--- src/rtl/signal_timer_arbiter_if.sv ---
// Signal bundle between the phase/crossing controllers, the shared interval
// timer and the arbiter that time-shares that timer among them.
interface signal_timer_arbiter_if #(
  parameter int NREQ  = 4,
  parameter int NBITS = 32
);
  localparam int IDW = $clog2(NREQ);

  logic [NREQ-1:0]       req;
  logic [NREQ*NBITS-1:0] dur;
  logic [NREQ-1:0]       gnt;
  logic [NREQ-1:0]       done;
  logic                  busy;
  logic [IDW-1:0]        active_id;
  logic                  tmr_reset;
  logic [NBITS-1:0]      tmr_cnt_ini;
  logic [NBITS-1:0]      tmr_cnt_rst;
  logic                  tmr_expired;

  // Requester/timer side: posts requests and durations, reports expiry
  modport master (
    output req, dur, tmr_expired,
    input  gnt, done, busy, active_id, tmr_reset, tmr_cnt_ini, tmr_cnt_rst
  );

  // Arbiter side
  modport slave (
    input  req, dur, tmr_expired,
    output gnt, done, busy, active_id, tmr_reset, tmr_cnt_ini, tmr_cnt_rst
  );
endinterface

--- src/rtl/signal_timer_arbiter.sv ---
// Round-robin arbiter sharing one interval timer among NREQ signal phase and
// crossing controllers. The winner's duration is loaded into the timer, the
// arbiter waits for expiry and returns a one-cycle done pulse to the winner.
module signal_timer_arbiter #(
  parameter int NREQ  = 4,
  parameter int NBITS = 32,
  parameter int IDW   = $clog2(NREQ)
) (
  input  logic                 clk,
  input  logic                 reset_n,
  signal_timer_arbiter_if.slave bus
);

  typedef enum logic [1:0] {IDLE, LOAD, RUN, DONE} state_t;

  state_t           state;
  state_t           state_nxt;
  logic [IDW-1:0]   ptr;
  logic [IDW-1:0]   ptr_nxt;
  logic [IDW-1:0]   ptr_adv;
  logic [IDW-1:0]   pick;
  logic [IDW-1:0]   idx;
  logic             found;
  logic             cur_req;
  logic [IDW-1:0]   id_nxt;
  logic [NBITS-1:0] lim_nxt;
  logic [NREQ-1:0]  gnt_nxt;
  logic [NREQ-1:0]  done_nxt;
  logic             busy_nxt;
  logic             tmr_reset_nxt;

  // The timer always restarts from zero; only its terminal value varies
  assign bus.tmr_cnt_ini = '0;

  // The winner keeps its grant only while its level request stays high
  assign cur_req = bus.req[bus.active_id];

  // Pointer moves just past the current winner once its interval ends
  assign ptr_adv = (bus.active_id == IDW'(NREQ - 1)) ? '0 : bus.active_id + 1'b1;

  // Round-robin search: first set request at ptr, ptr+1, ... wrapping at NREQ
  always_comb begin
    found = 1'b0;
    pick  = '0;
    idx   = '0;
    for (int k = NREQ - 1; k >= 0; k--) begin
      idx = IDW'((int'(ptr) + k) % NREQ);
      if (bus.req[idx]) begin
        found = 1'b1;
        pick  = idx;
      end
    end
  end

  // Next state, next winner/duration and the registered outputs implied by the next state
  always_comb begin
    state_nxt = state;
    ptr_nxt   = ptr;
    id_nxt    = bus.active_id;
    lim_nxt   = bus.tmr_cnt_rst;
    case (state)
      IDLE: begin
        if (found) begin
          state_nxt = LOAD;
          id_nxt    = pick;
          lim_nxt   = bus.dur[int'(pick)*NBITS +: NBITS];
        end
      end
      LOAD: begin
        if (!cur_req) begin
          state_nxt = IDLE;
          ptr_nxt   = ptr_adv;
        end else if (bus.tmr_cnt_rst == '0) begin
          state_nxt = DONE;
        end else begin
          state_nxt = RUN;
        end
      end
      RUN: begin
        if (bus.tmr_expired) begin
          state_nxt = DONE;
        end else if (!cur_req) begin
          state_nxt = IDLE;
          ptr_nxt   = ptr_adv;
        end
      end
      DONE: begin
        state_nxt = IDLE;
        ptr_nxt   = ptr_adv;
      end
      default: state_nxt = IDLE;
    endcase

    gnt_nxt  = '0;
    done_nxt = '0;
    if (state_nxt != IDLE) gnt_nxt[id_nxt] = 1'b1;
    if (state_nxt == DONE) done_nxt[id_nxt] = 1'b1;
    busy_nxt      = (state_nxt != IDLE);
    tmr_reset_nxt = (state_nxt != RUN);
  end

  // State register and registered outputs; reset parks the timer immediately
  always_ff @(posedge clk or negedge reset_n) begin
    if (!reset_n) begin
      state           <= IDLE;
      ptr             <= '0;
      bus.gnt         <= '0;
      bus.done        <= '0;
      bus.busy        <= 1'b0;
      bus.active_id   <= '0;
      bus.tmr_reset   <= 1'b1;
      bus.tmr_cnt_rst <= '0;
    end else begin
      state           <= state_nxt;
      ptr             <= ptr_nxt;
      bus.gnt         <= gnt_nxt;
      bus.done        <= done_nxt;
      bus.busy        <= busy_nxt;
      bus.active_id   <= id_nxt;
      bus.tmr_reset   <= tmr_reset_nxt;
      bus.tmr_cnt_rst <= lim_nxt;
    end
  end

endmodule
--- src/flat_wrapper.sv ---
// flat-port wrapper written by rule: the top's interface ports become plain ports
module signal_timer_arbiter_flat 
#(
  parameter int NREQ  = 4,
  parameter int NBITS = 32,
  parameter int IDW   = $clog2(NREQ)
)
  (clk, reset_n, bus_req, bus_dur, bus_tmr_expired, bus_gnt, bus_done, bus_busy, bus_active_id, bus_tmr_reset, bus_tmr_cnt_ini, bus_tmr_cnt_rst);
  signal_timer_arbiter_if #(.NREQ(NREQ), .NBITS(NBITS)) bus_i ();
  input  logic clk;
  input  logic reset_n;
  input wire logic [$bits(bus_i.req)-1:0] bus_req;
  input wire logic [$bits(bus_i.dur)-1:0] bus_dur;
  input wire logic [$bits(bus_i.tmr_expired)-1:0] bus_tmr_expired;
  output wire logic [$bits(bus_i.gnt)-1:0] bus_gnt;
  output wire logic [$bits(bus_i.done)-1:0] bus_done;
  output wire logic [$bits(bus_i.busy)-1:0] bus_busy;
  output wire logic [$bits(bus_i.active_id)-1:0] bus_active_id;
  output wire logic [$bits(bus_i.tmr_reset)-1:0] bus_tmr_reset;
  output wire logic [$bits(bus_i.tmr_cnt_ini)-1:0] bus_tmr_cnt_ini;
  output wire logic [$bits(bus_i.tmr_cnt_rst)-1:0] bus_tmr_cnt_rst;
  assign bus_i.req = bus_req;
  assign bus_i.dur = bus_dur;
  assign bus_i.tmr_expired = bus_tmr_expired;
  assign bus_gnt = bus_i.gnt;
  assign bus_done = bus_i.done;
  assign bus_busy = bus_i.busy;
  assign bus_active_id = bus_i.active_id;
  assign bus_tmr_reset = bus_i.tmr_reset;
  assign bus_tmr_cnt_ini = bus_i.tmr_cnt_ini;
  assign bus_tmr_cnt_rst = bus_i.tmr_cnt_rst;
  signal_timer_arbiter #(.NREQ(NREQ), .NBITS(NBITS), .IDW(IDW)) u_core (.clk(clk), .reset_n(reset_n), .bus(bus_i));
endmodule
--- config.mk ---
export PLATFORM = sky130hd
export DESIGN_NAME = signal_timer_arbiter_flat
export DESIGN_NICKNAME = d
export VERILOG_FILES = /design/src/rtl/signal_timer_arbiter_if.sv /design/src/rtl/signal_timer_arbiter.sv /design/src/flat_wrapper.sv
export SDC_FILE = /design/constraint.sdc
export NUM_CORES = 1
export LEC_CHECK = 0
export BUFFER_PORTS_ARGS = -buffer_cell sky130_fd_sc_hd__buf_2
export CAP_MARGIN = 0
export CORE_AREA = 2 2 119 75
export DETAILED_ROUTE_END_ITERATION = 16
export DIE_AREA = 0 0 121 77
export GPL_TIMING_DRIVEN = 0
export MAX_ROUTING_LAYER = met4
export PLACE_DENSITY = 0.76
export SYNTH_ARGS = -nofsm -noshare
export SYNTH_HDL_FRONTEND = slang
export SYNTH_SLANG_ARGS = --single-unit
--- constraint.sdc ---
create_clock -name clk -period 1.5 [get_ports clk]
set_input_delay 0.075 -clock clk [delete_from_list [all_inputs] [get_ports clk]]
set_output_delay 0.075 -clock clk [all_outputs]
set_load 0.03 [all_outputs]
==> results.py <==
metrics = {
    "status": {
        "run_status": "complete, but fails checks",
        "violations": "negative hold slack, negative setup slack",
    },
    "clock_tree": {
        "cts_tree": "yes",
        "cts_buffers": 5,
        "ctsHoldBuffers": 0,
        "clk_pin_slew_ns": 0.06,
        "cts_max_level": 2,
        "clk-insertion-delay-late_ns": 0.29,
        "cts_buffer_depth": 2,
        "cts-root-buf": "clkbuf_16",
        "clock_sinks": 48,
    },
    "die": {
        "rows": 26,
        "dieArea_sq_um": 9320,
        "io_pins": 211,
        "initial_core_util_pct": 36.9,
        "core_sq_um": 8230,
        "die_height_um": 77,
        "die_w_um": 121,
    },
    "critical_path": {
        "worstPathMaxFanout": 10,
        "worstSetupEndpointType": "flip-flop",
        "required_ns": 1.65,
        "critPathKind": "reg -> reg",
        "arrival_ns": 1.88,
        "start_kind": "flip-flop",
    },
    "layout": {
        "regArea_sq_um": 1210,
        "syn2layout_area_growth_pct": 58.7,
        "instances_no_fill": 641,
        "multi_input_area_sq_um": 1790,
        "layout-drive-gt1-share_pct": 54.8,
        "fill_cells": 741,
        "diodes": 0,
        "fin_nets": 664,
    },
    "yosys": {
        "seq_area_frac_synth_pct": 39.6,
        "netlist_top_cells_area": "dfrtp_1 (39%), mux2i_1 (21%), o221ai_1 (9.2%)",
        "yosys_warnings": 0,
        "synthCells": 297,
        "synthDominantCellAreaShare_pct": 38.7,
        "syn_area_sq_um": 3040,
        "avgSynthCellArea_sq_um": 10.2,
        "synth-seq-cells": 48,
        "yosysTopAreaCell": "dfrtp_1",
        "synth_cell_types": 37,
    },
    "global_route": {
        "grt_pass1_wl_um": 15400,
        "antenna_found_initial": 0,
        "track_usage_pct": 21.7,
        "grt_overflow": 0,
        "grt_pass1_vias": 3150,
        "grt_max_degree": 49,
    },
    "placed_design": {
        "gp_congestion": 0.814,
        "place_hpwl_um": 8030,
        "place.port_buffers": 178,
        "placed_cells": 618,
    },
    "detailed_routing": {
        "drtIter0Drc": 145,
        "routed_wl_um": 10400,
        "vias_per_cell": 4.88,
        "dr.pass1.iters": 4,
        "ant_nets": 0,
        "num_vias": 3131,
        "wl_per_cell_um": 16.3,
        "post-route-drc-count": 0,
    },
    "sta": {
        "maxSlewHeadroom_pct": 29.8,
        "clock.fmax_mhz": 581,
        "period_share_pct": 115,
        "final_max_slew_viol_count": 0,
        "tightest_slew_ns": 1.05,
        "setup_viol": 44,
        "min_period_ns": 1.72,
        "holdWs_ns": -0.0217,
        "hold_viol": 33,
        "rsz0062_at_grt": "true",
        "finalSetupTns_ns": -6.97,
        "setup_slack_ns": -0.222,
        "skew_ns": 0.00603,
    },
    "power_and_ir_drop": {
        "p_per_area_nw_per_um2": 2040,
        "leakagePower_uw": 0.00257,
        "vdd_drop_max_v": 0.000766,
    },
    "job": {
        "drv_cap": 0,
    },
    "hold_path": {
        "hp-class": "in -> async",
    },
}
worst max-delay path: stages (launching register included):
cell      delay [ns]
dfrtp_1         0.38
nor2b_2         0.06
a21o_1          0.17
a211o_4         0.35
buf_4           0.15
buf_12          0.14
mux2i_1         0.19
o221ai_2        0.13
kinds of logic (layout without fill, tap and decap cells):
group | Yosys count | in the layout | share of synthesized area (%)
other cells | 1 | 32 | 0.123
mux | 68 | 68 | 22.9
buf+inv | 52 | 253 | 12.0
fa+ha+maj | 1 | 1 | 0.412
flops | 48 | 48 | 39.6
compound gates | 51 | 51 | 13.3
simple gates | 76 | 76 | 11.7
metrics by stage:
stage          power [uW]  hold slack [ns]  worst slack, ns  area, sq um  utilization [%]
5_1_grt             10400           0.0674           -0.315         4820             58.5
3_5_place_dp         7700            0.335           -0.389         4270             51.9
3_3_place_gp         7570            0.315           -0.376         4270             51.9
2_1_floorplan        6120           -0.221           -0.188         3240                -
6_report             9830          -0.0217           -0.222         4820             58.5
4_1_cts              9440           0.0216           -0.254         4650             56.5
synthesized netlist by cell type:
cell      instances
or4_4             1
a21oi_1           3
o21bai_1          1
buf_2             9
nand2_1          38
and3_1            1
mux4_2            1
inv_1             2
dfstp_2           1
a21o_1            1
o221ai_1         32
and2_1            1
o21ai_0           4
nor2_1           13
a31oi_1           4
conb_1            1
nand2_2           1
nand4_1           2
o31ai_1           1
nor2b_1           4
mux2i_1          65
nand2b_1          2
o22ai_1           1
clkbuf_1          3
o32a_1            1
nor3b_1           2
nor3_1            2
ha_1              1
nand3b_1          1
a211o_1           1
buf_4            34
o32ai_1           1
dfrtp_1          47
buf_6             4
mux2_2            2
nor4_1            8
a211oi_1          1
final cells by class:
cell class	count	area share, %
inverter	2	0.156
clock buffer	8	3.25
tap	112	2.91
timing repair buffer	194	22.2
sequential	48	25.1
multi-input combinational	228	37.2
buffer	49	9.17
final timing paths:
check / cells after the start / endpoint / from / slack [ns]
min: 1 / u_core.bus.done[1] / reset_n / -0.02
max reg2reg: 7 / u_core.bus.tmr_cnt_rst[18] / u_core.ptr[0] / -0.22
max: 7 / u_core.bus.tmr_cnt_rst[18] / u_core.ptr[0] / -0.22
min reg2reg: 2 / u_core.bus.tmr_cnt_rst[11] / u_core.bus.tmr_cnt_rst[11] / 0.52
max in group asynchronous: 1 / u_core.bus.active_id[1] / reset_n / 0.80
min in group clk: 3 / u_core.bus.tmr_cnt_rst[7] / bus_dur[103] / 0.10
metal layers:
metal	routed length [um]	GRT usage, %	vias up
met5	0	-	-
met2	4960	35.1	155
met4	137	5.70	0
li1	-	-	1506
met3	753	4.39	17
met1	4570	27.8	1453
state kept, by name (all words and copies together), names as in the netlist:
| register | flops |
|---|---|
| u_core.bus.busy | 1 |
| u_core.ptr | 2 |
| u_core.bus.active_id | 2 |
| u_core.bus.gnt | 4 |
| u_core.bus.tmr_reset | 1 |
| u_core.bus.tmr_cnt_rst | 32 |
| u_core.state | 2 |
| u_core.bus.done | 4 |
placed cells by master (no fill, tap or decap), types with 5 or more instances in the layout:
| cell type | synthesis | routed |
|---|---|---|
| dfrtp_1 | 47 | 42 |
| buf_2 | 9 | 179 |
| nand2_1 | 38 | 36 |
| buf_12 | 0 | 6 |
| nor2_1 | 13 | 12 |
| buf_4 | 34 | 48 |
| mux2i_2 | 0 | 8 |
| clkbuf_16 | 0 | 7 |
| conb_1 | 1 | 32 |
| o221ai_1 | 32 | 31 |
| dfrtp_2 | 0 | 5 |
| mux2i_1 | 65 | 57 |
what timing repair did:
action                     4_1_cts  5_1_grt
setup endpoints to repair       47       47
setup buffers                   11        2
pin swaps                       14       12
cloned                           1        2
gates resized for setup         30       28
report_power, final:
group / switching [uW] / leakage, uW / internal [uW] / total, uW
registers: 616 / 0.000591 / 1920 / 2530
clock network: 469 / 0.0000772 / 710 / 1180
logic: 3500 / 0.00190 / 2620 / 6120
Note: power is estimated with default switching activity, not from simulation.
